**config.mk**
```make
export PLATFORM = sky130hd
export DESIGN_NAME = frame_pixel_feeder
export DESIGN_NICKNAME = d
export VERILOG_FILES = /design/src/rtl/frame_pixel_feeder.sv
export SDC_FILE = /design/constraint.sdc
export NUM_CORES = 1
export LEC_CHECK = 0
export ABC_AREA = 0
export BUFFER_PORTS_ARGS = -buffer_cell sky130_fd_sc_hd__buf_4
export CAP_MARGIN = 20
export CORE_AREA = 2 2 63 88
export CTS_BUF_LIST = sky130_fd_sc_hd__clkbuf_16
export DETAILED_ROUTE_END_ITERATION = 8
export DIE_AREA = 0 0 65 90
export PLACE_DENSITY = 0.76
export SLEW_MARGIN = 15
export SYNTH_ARGS = -nofsm -noshare
export SYNTH_HDL_FRONTEND = slang
export SYNTH_SLANG_ARGS = --single-unit
```
**constraint.sdc**
```tcl
create_clock -name clk_os -period 8.04 [get_ports clk_os]
set_clock_uncertainty 0.15 [all_clocks]
set_input_delay 1.608 -clock clk_os [delete_from_list [all_inputs] [get_ports clk_os]]
set_output_delay 1.608 -clock clk_os [all_outputs]
set_load 0.05 [all_outputs]
```
**src/rtl/frame_pixel_feeder.sv**
```systemverilog
// Pixel ingress for the integral-image row chain: accepts a framed pixel stream,
// tracks column/row, and presents each accepted pixel to the row chain one cycle later.
module frame_pixel_feeder #(
    parameter int DATA_WIDTH_8   = 8,
    parameter int ADDR_WIDTH     = 10,
    parameter int FRAME_WIDTH    = 320,
    parameter int FRAME_HEIGHT   = 240,
    parameter int INTEGRAL_WIDTH = 3
) (
    input  logic                    clk_os,
    input  logic                    reset_os,
    input  logic                    i_pixel_valid,
    input  logic [DATA_WIDTH_8-1:0] i_pixel,
    input  logic                    i_sof,
    input  logic                    i_hold,
    output logic                    o_pixel_ready,
    output logic                    o_wen,
    output logic [DATA_WIDTH_8-1:0] o_fifo_in,
    output logic [ADDR_WIDTH-1:0]   o_col,
    output logic [ADDR_WIDTH-1:0]   o_row,
    output logic                    o_window_valid,
    output logic                    o_row_end,
    output logic                    o_frame_end,
    output logic                    o_error
);

    typedef enum logic [1:0] {S_IDLE, S_FILL, S_RUN, S_END} state_t;

    localparam logic [ADDR_WIDTH-1:0] LAST_COL = ADDR_WIDTH'(FRAME_WIDTH - 1);
    localparam logic [ADDR_WIDTH-1:0] LAST_ROW = ADDR_WIDTH'(FRAME_HEIGHT - 1);
    localparam logic [ADDR_WIDTH-1:0] WIN_MIN  = ADDR_WIDTH'(INTEGRAL_WIDTH - 1);

    state_t                  state, state_nxt;
    logic [ADDR_WIDTH-1:0]   col, row, col_nxt, row_nxt;
    logic [ADDR_WIDTH-1:0]   wr_col, wr_row;
    logic                    accept, write_en, err_nxt, fend_nxt;

    assign o_pixel_ready = !reset_os && !i_hold && (state != S_END);

    // A start-of-frame pixel always lands at (0,0); mid-frame it also flags an error.
    always_comb begin
        accept    = i_pixel_valid & o_pixel_ready;
        state_nxt = state;
        col_nxt   = col;
        row_nxt   = row;
        wr_col    = col;
        wr_row    = row;
        write_en  = 1'b0;
        err_nxt   = 1'b0;
        fend_nxt  = 1'b0;

        case (state)
            S_IDLE: begin
                if (accept && i_sof) begin
                    write_en = 1'b1;
                    wr_col   = '0;
                    wr_row   = '0;
                end
            end
            S_FILL, S_RUN: begin
                if (accept) begin
                    write_en = 1'b1;
                    if (i_sof) begin
                        err_nxt = 1'b1;
                        wr_col  = '0;
                        wr_row  = '0;
                    end
                end
            end
            S_END:   state_nxt = S_IDLE;
            default: state_nxt = S_IDLE;
        endcase

        if (write_en) begin
            if (wr_col == LAST_COL) begin
                col_nxt = '0;
                if (wr_row == LAST_ROW) begin
                    row_nxt   = '0;
                    state_nxt = S_END;
                    fend_nxt  = 1'b1;
                end else begin
                    row_nxt   = wr_row + 1'b1;
                    state_nxt = (row_nxt >= WIN_MIN) ? S_RUN : S_FILL;
                end
            end else begin
                col_nxt   = wr_col + 1'b1;
                row_nxt   = wr_row;
                state_nxt = (wr_row >= WIN_MIN) ? S_RUN : S_FILL;
            end
        end
    end

    // Data-path outputs only update on a write so they hold their last value.
    always_ff @(posedge clk_os) begin
        if (reset_os) begin
            state          <= S_IDLE;
            col            <= '0;
            row            <= '0;
            o_wen          <= 1'b0;
            o_fifo_in      <= '0;
            o_col          <= '0;
            o_row          <= '0;
            o_window_valid <= 1'b0;
            o_row_end      <= 1'b0;
            o_frame_end    <= 1'b0;
            o_error        <= 1'b0;
        end else begin
            state       <= state_nxt;
            col         <= col_nxt;
            row         <= row_nxt;
            o_wen       <= write_en;
            o_frame_end <= fend_nxt;
            o_error     <= err_nxt;
            if (write_en) begin
                o_fifo_in      <= i_pixel;
                o_col          <= wr_col;
                o_row          <= wr_row;
                o_window_valid <= (wr_row >= WIN_MIN) && (wr_col >= WIN_MIN);
                o_row_end      <= (wr_col == LAST_COL);
            end
        end
    end

endmodule

```
==> flow_summary.yaml <==
logic_synthesis:
  synth_area_leader_cell: "dfxtp_1"
  ys_top_cells_by_area: "dfxtp_1 (41%), a21oi_1 (5.6%), nand2_1 (5.6%)"
  synth_cell_types: 53
  ys_ff_latch: 55
  synthFlopType: "dfxtp_1"
  synth_edf_count: 0
  synthCells: 324
  synth_warnings: 0
  syn_area_um2: 2699
  synth_fp_nets: 344
  yosysSeqAreaShare: 0.4080
  async_flop_share: 0
  syn_avg_cell_area_um2: 8.330
  netlist.area_leader.share: 0.4080
global_routing:
  grt_max_degree: 52
  grt_pass1_wl_mm: 10.52
  grt_antenna_before_repair: 0
  grt_pass1_vias: 2229
  overflow: 0
  grt_usage: 0.2244
critical_path:
  path_max_fanout: 51
  r2r_cells: 12
  r2r_end: "row[3]$_SDFFE_PP0P_"
  cp-end-kind: "register"
  reg2reg_from: "state[0]$_SDFFE_PP0P_"
  reg2reg_slack_ns: 4.45
  critPathArrivalTime_ns: 4.78
  critPathKind: "input port to register"
  cp.required_ns: 8.11
  start_kind: "input port"
cells_and_area:
  diodes: 0
  area_growth_pct: 17.99
  register_area_um2: 1101
  drive_gt1_frac: 0.1899
  fillers: 449
  fin_util: 0.6267
  nets: 377
  multi_input_area_um2: 1460
clock_tree:
  cts_setup_buffers: 0
  clk_latency_ns: 0.29
  cts_tree: "built"
  cts.root.buffer_cell: "clkbuf_16"
  clock_sinks: 55
  cts_hold_buffers: 0
  htreeDepth: 2
  post_cts_resized: 0
  cts_made_buffers: 5
  cts_max_path_buffers: 2
  clkTransAtPathRegs_ns: 0.07
sta:
  tns_ns: 0
  min_period_ns: 4.710
  rsz0062_at_grt: "false"
  min_period_over_period: 0.5858
  final_max_slew_viol_count: 0
  clock.fmax_mhz: 212.3
  slew_headroom: 0.4632
  finalSetupViolCount: 0
  hold_viol: 0
  tightest_slew_ns: 0.8043
floorplan:
  die-area_um2: 5850
  rows: 31
  die_x_um: 65
  start_util: 0.5311
  fp.coreArea_um2: 5081
  pin_count: 47
  die_h_um: 90
drt:
  wl_mm: 6.307
  postRouteAntennaNets: 0
  top_layer: "met4"
  wl_met3_um: 215
  drc_errors: 0
  drtIter0Drc: 207
  routedWlPerCell_um: 14.88
  met1_length_mm: 2.567
  vias_per_cell: 5.851
  wl_met2_mm: 3.438
  vias: 2481
  drt_pass1_iterations: 5
pwr:
  power_density_nw_per_um2: 163.7
  leakage_nw: 1.246
  peakVddDrop_mv: 0.1299
hold_path:
  hp-class: "register to register"
  holdCritStartpoint: "o_fifo_in[7]$_SDFFE_PP0P_"
  whs_endpoint: "o_fifo_in[7]$_SDFFE_PP0P_"
  holdPathStages: 2
outcome:
  outcome: "finished, final reports clean"
run:
  cap_violations: 0
placed_design:
  place_congestion: 0.9242
  port_buffers: 46
  dp_hpwl_mm: 4.348
where the power goes:
| part | total (mW) | internal, mW | switching (mW) |
|---|---|---|---|
| combinational | 0.0313 | 0.0105 | 0.0208 |
| clock | 0.215 | 0.117 | 0.0988 |
| sequential | 0.275 | 0.274 | 0.000807 |
sequential cells by signal, indices dropped and copies added, names as in the netlist:
signal and flops:
o_row_end 1, o_wen 1, o_window_valid 1, col 10, o_col 10, o_frame_end 1
o_error 1, state 2, row 10, o_row 10, o_fifo_in 8
cells in the mapped netlist (all sizes together), types with 9 or more instances:
| cell type | n |
|---|---|
| o21ai | 9 |
| nand2 | 40 |
| clkbuf | 11 |
| a21oi | 30 |
| buf | 10 |
| inv | 10 |
| nor3 | 11 |
| dfxtp | 55 |
| a22oi | 17 |
| nand3 | 11 |
| nor2 | 32 |
worst max path at each step:
stage              from             endpoint  slack, ns  cells past startpoint
2_1_floorplan  reset_os        o_pixel_ready       3.39                      2
3_3_place_gp   reset_os  row[3]$_SDFFE_PP0P_       3.20                     11
3_5_place_dp   reset_os  row[2]$_SDFFE_PP0P_       3.06                     11
4_1_cts        reset_os  row[3]$_SDFFE_PP0P_       3.36                     11
5_1_grt        reset_os  row[2]$_SDFFE_PP0P_       2.96                     11
6_report       reset_os  row[3]$_SDFFE_PP0P_       3.33                     11
per-layer routing:
metal  track usage  up-vias
li1              -     1235
met1        0.2579     1185
met2        0.4012       54
met3       0.04255        7
met4       0.08333        0
met5             0        -
layout by cell type, fill, tap and decap left out, types with 3 or more instances in the layout:
| cell | n |
|---|---|
| nor4_1 | 3 |
| nand2b_1 | 3 |
| o21ai_0 | 9 |
| a31oi_1 | 5 |
| a21oi_1 | 30 |
| clkbuf_16 | 5 |
| or3_1 | 7 |
| nor2_1 | 31 |
| dfxtp_1 | 55 |
| ha_1 | 7 |
| mux2i_1 | 7 |
| inv_1 | 10 |
| a22oi_1 | 17 |
| buf_4 | 47 |
| nor3_1 | 11 |
| nand2_1 | 40 |
| nand3_1 | 11 |
| and2_1 | 4 |
| nand3b_1 | 3 |
| and3_1 | 6 |
| nand4_1 | 4 |
| nor3b_1 | 4 |
through the flow:
step                      hold WS (ns)  power [mW]  cell area (um2)  setup WS, ns  std cells
after detailed placement        0.2973      0.3122             3032         3.055        416
after floorplan                 0.2954      0.3012             2699         3.394        324
after global placement          0.2921      0.3117             3032         3.201        416
after global routing            0.3261      0.5392             3184         2.960        424
after CTS                       0.3072      0.5249             3182         3.356        424
final                           0.3066      0.5212             3184         3.330        424
critical path, stage by stage:
cell and delay (ns):
buf_4 0.45, nor4b_4 0.13, a21oi_1 0.17, buf_4 0.22, and2_1 0.20, ha_1 0.20
nand3_1 0.15, nor3b_2 0.60, nor4b_4 0.67, a41oi_1 0.19, a31oi_1 0.16
layout make-up:
cell class,count,share of cell area
inverters,10,0.01179
well taps,66,0.02593
clock inverters,3,0.007859
multi-input cells,238,0.4585
clock buffers,5,0.03929
flip-flops and latches,55,0.3458
repair buffers,47,0.1108
kinds of logic after synthesis:
logic type	Yosys count	share of synthesized area
and+or+nand+nor	143	0.2856
xor gates and xnor gates	3	0.009738
DFF	55	0.4080
muxes	7	0.02596
AOI/OAI and AO/OA	78	0.1864
buffers and inverters	31	0.05193
adders and majority gates	7	0.03245
(Power assumes the default switching activity.)
